File: config.mk
export PLATFORM = sky130hd
export DESIGN_NAME = id_stage_param
export DESIGN_NICKNAME = d
export VERILOG_FILES = /design/src/rtl/id_stage_param.sv
export SDC_FILE = /design/constraint.sdc
export NUM_CORES = 1
export LEC_CHECK = 0
export ABC_AREA = 1
export BUFFER_PORTS_ARGS = -buffer_cell sky130_fd_sc_hd__buf_4
export CORE_ASPECT_RATIO = 0.75
export CORE_MARGIN = 1
export CORE_UTILIZATION = 40
export CTS_CLUSTER_SIZE = 24
export DETAILED_ROUTE_END_ITERATION = 7
export GPL_ROUTABILITY_DRIVEN = 0
export SYNTH_ARGS = -nofsm -noshare
export SYNTH_HDL_FRONTEND = slang
export SYNTH_SLANG_ARGS = --single-unit
File: constraint.sdc
create_clock -name clk -period 15.3 [get_ports clk]
set_clock_uncertainty 0.15 [all_clocks]
set_input_delay 2.295 -clock clk [delete_from_list [all_inputs] [get_ports clk]]
set_output_delay 2.295 -clock clk [all_outputs]
set_load 0.03 [all_outputs]
File: src/rtl/id_stage_param.sv
// -----------------------------------------------------------------------------
// id_stage_param
//
// Instruction-decode stage between instruction fetch and the execute FIFO.
// Decodes the opcode into a class, reads two operands from an internal
// register file with same-cycle write-back bypass, tracks pending
// destinations in a per-register scoreboard to stall RAW/WAW hazards, and
// hands decoded packets downstream through a single-entry valid/ready
// output register.
//
// Ports
//   clk            clock, all state on rising edge
//   reset          asynchronous, active-high reset
//   instr_valid    fetch offers an instruction
//   instr_ready    stage accepts the offered instruction this cycle (comb.)
//   instruction    {opcode, rd, rs1, rs2, unused...} MSB-first
//   wb_valid       write-back strobe
//   wb_addr        write-back register index (>= NUM_REGS is ignored)
//   wb_data        write-back value
//   out_valid      decoded packet available
//   out_ready      execute FIFO can take the packet
//   out_data       {op_b, op_a, opcode, rd}
//   busy_mask      scoreboard pending bits, one per register
//   illegal_count  saturating count of dropped illegal opcodes
//   stall_count    saturating count of cycles stalled on a hazard
// -----------------------------------------------------------------------------
module id_stage_param #(
    parameter int DATA_W   = 16,
    parameter int NUM_REGS = 16,
    parameter int ADDR_W   = 4,
    parameter int OPC_W    = 5,
    parameter int INSTR_W  = 32,
    parameter int CNT_W    = 8,
    localparam int PKT_W   = 2*DATA_W + OPC_W + ADDR_W
) (
    input  logic                clk,
    input  logic                reset,
    input  logic                instr_valid,
    output logic                instr_ready,
    input  logic [INSTR_W-1:0]  instruction,
    input  logic                wb_valid,
    input  logic [ADDR_W-1:0]   wb_addr,
    input  logic [DATA_W-1:0]   wb_data,
    output logic                out_valid,
    input  logic                out_ready,
    output logic [PKT_W-1:0]    out_data,
    output logic [NUM_REGS-1:0] busy_mask,
    output logic [CNT_W-1:0]    illegal_count,
    output logic [CNT_W-1:0]    stall_count
);

    // Opcode set
    localparam logic [OPC_W-1:0] OP_MOV            = OPC_W'(0);
    localparam logic [OPC_W-1:0] OP_ADD            = OPC_W'(1);
    localparam logic [OPC_W-1:0] OP_SUB            = OPC_W'(2);
    localparam logic [OPC_W-1:0] OP_AND            = OPC_W'(3);
    localparam logic [OPC_W-1:0] OP_OR             = OPC_W'(4);
    localparam logic [OPC_W-1:0] OP_NOT            = OPC_W'(5);
    localparam logic [OPC_W-1:0] OP_MULT           = OPC_W'(6);
    localparam logic [OPC_W-1:0] OP_DIV            = OPC_W'(7);
    localparam logic [OPC_W-1:0] OP_CMP            = OPC_W'(8);
    localparam logic [OPC_W-1:0] OP_OB_CHECK       = OPC_W'(9);
    localparam logic [OPC_W-1:0] OP_VELOCITY_GUARD = OPC_W'(10);
    localparam logic [OPC_W-1:0] OP_MOVE_LEFT      = OPC_W'(11);
    localparam logic [OPC_W-1:0] OP_MOVE_RIGHT     = OPC_W'(12);
    localparam logic [OPC_W-1:0] OP_STOP           = OPC_W'(13);
    localparam logic [OPC_W-1:0] OP_CONTINUE       = OPC_W'(14);

    localparam logic [CNT_W-1:0] CNT_MAX = {CNT_W{1'b1}};

    // W: reads rs1/rs2, writes rd. R: reads only. M: no register traffic.
    typedef enum logic [1:0] {CLS_W, CLS_R, CLS_M, CLS_ILL} op_class_e;

    // ---------------------------------------------------------------- fields
    logic [OPC_W-1:0]  opcode;
    logic [ADDR_W-1:0] rd, rs1, rs2;

    assign opcode = instruction[INSTR_W-1 -: OPC_W];
    assign rd     = instruction[INSTR_W-OPC_W-1 -: ADDR_W];
    assign rs1    = instruction[INSTR_W-OPC_W-ADDR_W-1 -: ADDR_W];
    assign rs2    = instruction[INSTR_W-OPC_W-2*ADDR_W-1 -: ADDR_W];

    generate
        if (INSTR_W > OPC_W + 3*ADDR_W) begin : g_pad
            logic unused_instr_bits;
            assign unused_instr_bits = ^instruction[INSTR_W-OPC_W-3*ADDR_W-1:0];
        end
    endgenerate

    // ----------------------------------------------------------------- state
    logic [DATA_W-1:0]   rf_q [NUM_REGS];
    logic [NUM_REGS-1:0] busy_q, busy_d;
    logic                out_valid_q, out_valid_d;
    logic [PKT_W-1:0]    out_data_q, out_data_d;
    logic [CNT_W-1:0]    illegal_cnt_q, illegal_cnt_d;
    logic [CNT_W-1:0]    stall_cnt_q, stall_cnt_d;

    // ---------------------------------------------------------------- decode
    op_class_e op_class;

    always_comb begin
        case (opcode)
            OP_MOV, OP_ADD, OP_SUB, OP_AND,
            OP_OR, OP_NOT, OP_MULT, OP_DIV:                 op_class = CLS_W;
            OP_CMP, OP_OB_CHECK, OP_VELOCITY_GUARD:         op_class = CLS_R;
            OP_MOVE_LEFT, OP_MOVE_RIGHT, OP_STOP,
            OP_CONTINUE:                                    op_class = CLS_M;
            default:                                        op_class = CLS_ILL;
        endcase
    end

    // One-hot views of the register indices; out-of-range indices map to all
    // zeros, so they neither hit the scoreboard nor write the register file.
    logic [NUM_REGS-1:0] rd_oh, rs1_oh, rs2_oh, wb_oh;

    always_comb begin
        rd_oh  = '0;
        rs1_oh = '0;
        rs2_oh = '0;
        wb_oh  = '0;
        for (int i = 0; i < NUM_REGS; i++) begin
            rd_oh[i]  = (rd  == ADDR_W'(i));
            rs1_oh[i] = (rs1 == ADDR_W'(i));
            rs2_oh[i] = (rs2 == ADDR_W'(i));
            wb_oh[i]  = wb_valid && (wb_addr == ADDR_W'(i));
        end
    end

    // ------------------------------------------------------- operand read
    logic [DATA_W-1:0] rf_a, rf_b, op_a, op_b;

    always_comb begin
        // NOTE: every variable gets a default before the loop so no path
        // leaves it unassigned; otherwise synthesis would infer a latch.
        rf_a = '0;
        rf_b = '0;
        for (int i = 0; i < NUM_REGS; i++) begin
            if (rs1_oh[i]) rf_a = rf_q[i];
            if (rs2_oh[i]) rf_b = rf_q[i];
        end
    end

    // Same-cycle write-back bypass: a value being written now is the value read.
    assign op_a = (wb_valid && wb_addr == rs1) ? wb_data : rf_a;
    assign op_b = (wb_valid && wb_addr == rs2) ? wb_data : rf_b;

    // --------------------------------------------------------------- hazard
    // A register being written back this cycle is no longer pending, which
    // lets a stalled instruction go in the very cycle its source arrives.
    logic [NUM_REGS-1:0] eff_busy;
    logic                src_hazard, dst_hazard, hazard;

    assign eff_busy   = busy_q & ~wb_oh;
    assign src_hazard = |(eff_busy & (rs1_oh | rs2_oh));
    assign dst_hazard = |(eff_busy & rd_oh);

    always_comb begin
        case (op_class)
            CLS_W:   hazard = src_hazard | dst_hazard;
            CLS_R:   hazard = src_hazard;
            default: hazard = 1'b0;
        endcase
    end

    assign instr_ready = !hazard && (!out_valid_q || out_ready);

    // ----------------------------------------------------------- next state
    logic accept, legal_accept;

    assign accept       = instr_valid && instr_ready;
    assign legal_accept = accept && (op_class != CLS_ILL);

    always_comb begin
        out_valid_d   = legal_accept || (out_valid_q && !out_ready);
        out_data_d    = out_data_q;
        busy_d        = busy_q & ~wb_oh;
        illegal_cnt_d = illegal_cnt_q;
        stall_cnt_d   = stall_cnt_q;

        if (legal_accept) begin
            if (op_class == CLS_M)
                out_data_d = {{(2*DATA_W){1'b0}}, opcode, rd};
            else
                out_data_d = {op_b, op_a, opcode, rd};
        end

        // Applied after the write-back clear so a same-edge set wins.
        if (legal_accept && op_class == CLS_W)
            busy_d = busy_d | rd_oh;

        if (accept && op_class == CLS_ILL && illegal_cnt_q != CNT_MAX)
            illegal_cnt_d = illegal_cnt_q + CNT_W'(1);

        if (instr_valid && hazard && stall_cnt_q != CNT_MAX)
            stall_cnt_d = stall_cnt_q + CNT_W'(1);
    end

    // ------------------------------------------------------------ registers
    always_ff @(posedge clk or posedge reset) begin
        if (reset) begin
            // NOTE: the register file is architecturally defined as zero
            // after reset, so it is built from resettable flops rather than
            // a RAM macro with undefined contents.
            for (int i = 0; i < NUM_REGS; i++) rf_q[i] <= '0;
            busy_q        <= '0;
            out_valid_q   <= 1'b0;
            out_data_q    <= '0;
            illegal_cnt_q <= '0;
            stall_cnt_q   <= '0;
        end else begin
            // NOTE: non-blocking assignments so every register samples the
            // pre-edge values, independent of statement order.
            for (int i = 0; i < NUM_REGS; i++)
                if (wb_oh[i]) rf_q[i] <= wb_data;
            busy_q        <= busy_d;
            out_valid_q   <= out_valid_d;
            out_data_q    <= out_data_d;
            illegal_cnt_q <= illegal_cnt_d;
            stall_cnt_q   <= stall_cnt_d;
        end
    end

    assign out_valid     = out_valid_q;
    assign out_data      = out_data_q;
    assign busy_mask     = busy_q;
    assign illegal_count = illegal_cnt_q;
    assign stall_count   = stall_cnt_q;

endmodule

## Word level (Yosys, flattened, before mapping)

Memory sizes are Yosys's and may differ from the RTL's.
Index checks and enable logic that the tools add are counted.
Widths: inputs -> output; s select.

- Register bits after elaboration: 330
- ROM bits: 32
- Input bits: 57
- Output and inout port bits: 75
- Memories kept: 1

Memory list:

| memory | depth | width | rd ports | clocked after memory_dff | write ports | RTL line | source |
|---|---|---|---|---|---|---|---|
| (name not given) | 16 | 2 | 1 | 0 | 0 | 102 | `case (opcode)` |

- Add/subtract/negate cells: 2
- Equal/unequal tests: 68
- Mux-type cells: 38
- Bitwise operators: 7
- Reductions and logical operators: 39

Operators by type and width:

| cell | number |
|---|---|
| $mux 16 | 35 |
| $eq 4x4->1 const B | 32 |
| $eq 4x3->1 const B | 16 |
| $and 16x16->16 | 3 |
| $mux 41 | 1 |
| $eq 4x2->1 const B | 8 |
| $or 16x16->16 | 2 |
| $reduce_or 16->1 | 2 |
| $logic_and 1x1->1 | 27 |
| $add 8x1->8 const B | 2 |
| $eq 4x1->1 const B | 4 |
| $logic_not 4->1 | 4 |
| $ne 8x8->1 const B | 2 |
| $not 16->16 | 1 |
| $eq 4x4->1 | 2 |
| $eq 2x2->1 const B | 2 |
| $logic_not 1->1 | 3 |
| $eq 2x1->1 const B | 1 |
| $logic_not 2->1 | 1 |
| $logic_or 1x1->1 | 2 |
| $mux 2 | 1 |
| $ne 2x2->1 const B | 1 |
| $pmux 1 s2 | 1 |
| $or 1x1->1 | 1 |

## Longest topological paths before layout

- Word-level depth: 19
- Mapped depth: 19

## Worst setup path after synthesis

No wires, ideal clock.

- Path type: input to output
- Start point: input instruction[16]
- End point: output instr_ready
- Data arrival time: 3,713 ps
- Data required time: 12,855 ps
- Setup slack: 9,142 ps
- Stages: 14
- Path buffers: 1
- Cell sequence: clkbuf_1 > nand2_1 > nor2_1 > inv_1 > nand2_1 > nand3_1 > nand2_1 > nor2_1 > nand2_1 > nor2_1 > nand2_1 > nand2_2 > nand2_1 > inv_1

- Word-level cells in the longest chain between the ends: 8

Ends and longest elaborated chain:

| what | RTL line | source |
|---|---|---|
| start, declared | 40 | `input logic [INSTR_W-1:0] instruction,` |
| $eq 4x1->1, or another cell as far along | 124 | `rs2_oh[i] = (rs2 == ADDR_W'(i));` |
| $or 16x16->16 (*) | 154 | `assign src_hazard = \|(eff_busy & (rs1_oh \| rs2_oh));` |
| $and 16x16->16 (*) | 154 |  |
| $reduce_or 16->1 (*) | 154 |  |
| $or 1x1->1 | 159 | `CLS_W: hazard = src_hazard \| dst_hazard;` |
| $pmux 1 s2 (*) | 158 | `case (op_class)` |
| $logic_not 1->1 (*) | 165 | `assign instr_ready = !hazard && (!out_valid_q \|\| out_ready);` |
| $logic_and 1x1->1 (*) | 165 |  |
| end, declared | 39 | `output logic instr_ready,` |

Every way passes the cells marked *; elsewhere a longest branch is shown, timed or not.

## Worst setup path in the final report

- Start point: input instruction[15]
- End point: output instr_ready

Same word-level chain as after synthesis.

==> results.md <==
- Syn. warnings: 0
- Type of the setup path with the least slack: in2out
- Cts bufs inserted: 37
- Worst reg2reg path depth: 12
- Clock tree from TritonCTS: yes
- Switching power total: 0.926 mW
- Buffer and inverter count on the worst path: 4
- Final setup TNS: 0 ns
- Sort of element at the end of the critical path: primary output
- Layout cell share with drive strength beyond 1: 9.67%
- Buffer cell driving the clock tree root: sky130_fd_sc_hd__clkbuf_16
- Filler-free cell count of the finished design: 3,214
- Starting density of the core: 40.8%
- Synth async-reset ratio: 100%
- Hold/Removal Path Class: reg2reg
- Global router's overall resource usage: 25.4%
- Most area-consuming cells after synthesis: sky130_fd_sc_hd__dfrtp_1 46%, sky130_fd_sc_hd__nand2_1 20%, sky130_fd_sc_hd__o21ai_0 9.1%, sky130_fd_sc_hd__inv_1 6.1%, sky130_fd_sc_hd__nand3_1 4.4%
- Seq/Total Area, Yosys: 46.3%
- Slowest-stage cell, CP: sky130_fd_sc_hd__nor2_2
- Post-Route Hold Slack: 0.331 ns
- P&R area growth vs syn: 14.1%
- Final nets: 2,668
- Post-Synthesis Net Count: 2,611
- Vertical die dimension: 185 um
- Post-Synth Adder-Cell Area: 0.140%
- Final Critical Period: 7.68 ns
- CTS Sinks: 330
- Maximum operating frequency: 130 MHz
- Pin count of the biggest net entering global routing: 129
- Latest clock arrival within the worst-skew pair: 0.54 ns
- Mux contribution to synthesized area: 0.0632%
- Pwr dens: 133 nW/um2
- Detailed Routing Iterations Pass 1: 7
- Overflow left after global routing: 0
- LEAKAGE: 10.1 nW
- Total placed cells including tap cells: 3,148
- Slew HR: 13.7%
- Cell family with the largest share of critical-path delay: simple AND/OR/NAND/NOR gates
- Gate Count Post-Synth: 2,552
- Number of setup buffers added after CTS: 0
- Most used flip-flop cell after synthesis: sky130_fd_sc_hd__dfrtp_1
- Status: finished clean
- Proportion of netlist area held by the largest area contributor: 46.3%
- Worst slew pin tran: 1.29 ns
- Fin crit share: 50.2%
- Seq pwr share: 44.7%
- Number of enable flip-flop cells after synthesis: 0
- Post-route core utilization: 46.6%
- Initial antenna violation count: 0
- Count of different cell masters after synthesis: 36
- Die X: 246 um
- Vias post-DR: 17,100
- Leading area contributor after synthesis: sky130_fd_sc_hd__dfrtp_1
- Clock edge transition at the registers on the reported setup and hold paths: 0.06 ns
- Worst path depth: 15
- Number of DRC markers in iteration 0: 1,862
- Clock share of power: 32.6%
- Instance count along the most critical hold path: 2
- Final count of negative-setup-slack endpoints: 0
- Maximum vdd drop: 0.0000907 V
- Number of port buffers: 116
- Placed wire-length estimate after detailed placement: 40.0 mm
- Vias per std cell: 5.32
- Number of failing hold endpoints at the final stage: 0
- First-pass GRT wire length: 89.9 mm
- Crit path required time: 12.86 ns
- Element type at the critical path start: primary input
- Synthesized flop and latch total: 330
- CTS Buffer Depth: 3
- Highest fanout seen on the critical path: 19
- Detailed Route WL: 56.7 mm
- CP Cell Sequence: buf_4 -> inv_1 -> nor2_2 -> nand2_1 -> nand2_1 -> nand3_1 -> nand2_1 -> nor2_1 -> nand2_1 -> nor2_1 -> nand2_1 -> nand2_2 -> nand2_1 -> inv_1 -> buf_4
- Number of global-route vias before repair: 15,900
- Max H-tree Level: 2
- # Max-Cap Violations: 0
- Floorplan core area: 43,700 um2
- Fraction of power consumed by combinational cells: 22.6%
- Number of fill cells in the layout: 4,400
- Cell Area, Synth: 17,800 um2
- Number of placement rows: 66
- Antenna diodes: 0
- Most common library cell in the layout ignoring fill and taps: sky130_fd_sc_hd__nand2_1
- Main combinational cell family by area after synthesis: simple AND/OR/NAND/NOR gates
- Complex-gate fraction of the synthesized area: 10.6%
- Pins Over Slew Limit: 0
- I/O pin count: 132
- Share of synthesized cell area in and, or, nand and nor gates: 33.1%
- Post-cts resize count: 0
- Most frequent cells in the layout: 938 x sky130_fd_sc_hd__nand2_1, 330 x sky130_fd_sc_hd__dfrtp_1, 324 x sky130_fd_sc_hd__o21ai_0, 290 x sky130_fd_sc_hd__inv_1, 186 x sky130_fd_sc_hd__nor2_1
- Sw frac: 34.2%
- Cell-internal power: 1.79 mW
- Most prevalent standard cell on the critical path: sky130_fd_sc_hd__nand2_1
- DR WL/cell: 17.6 um
- Worst Path Arrival: 5.23 ns
- Setup repair after global routing missed its margin: false
- Synthesized area divided by synthesized cell count: 6.98 um2
- Xor-xnor portion of the synthesized cell area: 0.639%
- Antenna-violating nets left: 0
- Hold-fix buffers at CTS: 0
- DRC violation count after routing: 0
- Die area: 45,400 um2
- Worst stage delay on the critical path: 0.86 ns
==> flip-flops by register name (all words and copies together), names as in the netlist <==
signal	flops
busy_mask	16
illegal_count	8
out_data	41
out_valid	1
rf_q	256
stall_count	8
==> worst register-to-register path, stage by stage (launching register included) <==
cell and delay (ns):
sky130_fd_sc_hd__dfrtp_1 0.41, sky130_fd_sc_hd__and2_1 0.20, sky130_fd_sc_hd__nand2_1 0.06, sky130_fd_sc_hd__nand2_1 0.05, sky130_fd_sc_hd__nor2_1 0.12, sky130_fd_sc_hd__nand2_1 0.07
sky130_fd_sc_hd__nor2_1 0.15, sky130_fd_sc_hd__nand2_1 0.15, sky130_fd_sc_hd__nand2_2 0.12, sky130_fd_sc_hd__nand4_4 0.58, sky130_fd_sc_hd__nor2_4 0.81, sky130_fd_sc_hd__nand3_1 0.29
sky130_fd_sc_hd__nand2_1 0.12
==> stage by stage <==
step / instance area (um2) / power, mW / setup WS (ns)
after floorplan: 17800 / 1.60 / 3.72
after global placement: 19200 / 1.82 / 7.80
after detailed placement: 19200 / 1.84 / 7.70
after CTS: 20300 / 2.73 / 7.69
after global routing: 20300 / 2.87 / 7.43
final: 20300 / 2.71 / 7.62
==> area by class of cell <==
| class | count | area (um2) | share of cell area [%] |
|---|---|---|---|
| clock buffer | 55 | 1080 | 5.33 |
| inverter | 299 | 1130 | 5.55 |
| multi-input combinational | 1798 | 7970 | 39.2 |
| clock inverter | 11 | 105 | 0.517 |
| tap | 578 | 723 | 3.56 |
| sequential | 330 | 8260 | 40.6 |
| timing repair buffer | 143 | 1070 | 5.28 |
==> worst paths after layout <==
kind                                          startpoint                        to  slack, ns
worst min-delay path            out_data[28]$_DFFE_PP0P_  out_data[28]$_DFFE_PP0P_       0.33
worst max register to register    busy_mask[8]$_DFF_PP0_  out_data[12]$_DFFE_PP0P_      11.97
min in group asynchronous                          reset     rf_q[178]$_DFFE_PP0P_       1.78
worst max-delay path                     instruction[15]               instr_ready       7.62
worst min register to register  out_data[28]$_DFFE_PP0P_  out_data[28]$_DFFE_PP0P_       0.33
max in group asynchronous                          reset     rf_q[109]$_DFFE_PP0P_      10.81
==> kinds of logic after synthesis <==
logic type      Yosys count
xor+xnor                 13
flops                   330
buf+inv                 424
simple gates           1424
fa+ha+maj                 2
mux                       1
compound gates          358
==> synth_stat cells (2+ instances only) <==
cell	count
sky130_fd_sc_hd__a21oi_1	7
sky130_fd_sc_hd__a221oi_1	2
sky130_fd_sc_hd__a31oi_1	3
sky130_fd_sc_hd__and2_1	2
sky130_fd_sc_hd__buf_2	4
sky130_fd_sc_hd__buf_4	3
sky130_fd_sc_hd__clkbuf_1	117
sky130_fd_sc_hd__dfrtp_1	330
sky130_fd_sc_hd__ha_1	2
sky130_fd_sc_hd__inv_1	291
sky130_fd_sc_hd__inv_2	7
sky130_fd_sc_hd__nand2_1	938
sky130_fd_sc_hd__nand3_1	158
sky130_fd_sc_hd__nand3_2	2
sky130_fd_sc_hd__nand4_1	96
sky130_fd_sc_hd__nor2_1	191
sky130_fd_sc_hd__nor2_2	5
sky130_fd_sc_hd__nor3_1	5
sky130_fd_sc_hd__nor4_1	2
sky130_fd_sc_hd__o21ai_0	324
sky130_fd_sc_hd__o21ai_1	3
sky130_fd_sc_hd__o21bai_1	3
sky130_fd_sc_hd__o22ai_1	3
sky130_fd_sc_hd__o22ai_2	10
sky130_fd_sc_hd__or2_2	22
sky130_fd_sc_hd__xnor2_1	5
sky130_fd_sc_hd__xor2_1	8
==> routing by layer <==
metal | global-route usage [%] | wire, um | share of wire [%] | vias to the layer above
li1 | - | - | - | 8186
met1 | 37.8 | 26400 | 47 | 8048
met2 | 37.8 | 23900 | 42 | 746
met3 | 4.10 | 4940 | 8.7 | 112
met4 | 7.78 | 1440 | 2.5 | 0
met5 | 0 | 0 | 0 | -
==> power by group through the flow <==
stage | registers [mW] | logic, mW | clock network, mW
4_1_cts | 1.21 | 0.617 | 0.901
6_report | 1.21 | 0.614 | 0.885
3_5_place_dp | 1.22 | 0.615 | 0
5_1_grt | 1.24 | 0.689 | 0.940
2_1_floorplan | 1.29 | 0.308 | 0
3_3_place_gp | 1.21 | 0.602 | 0
No activity file was read; power rests on OpenSTA's default activity.
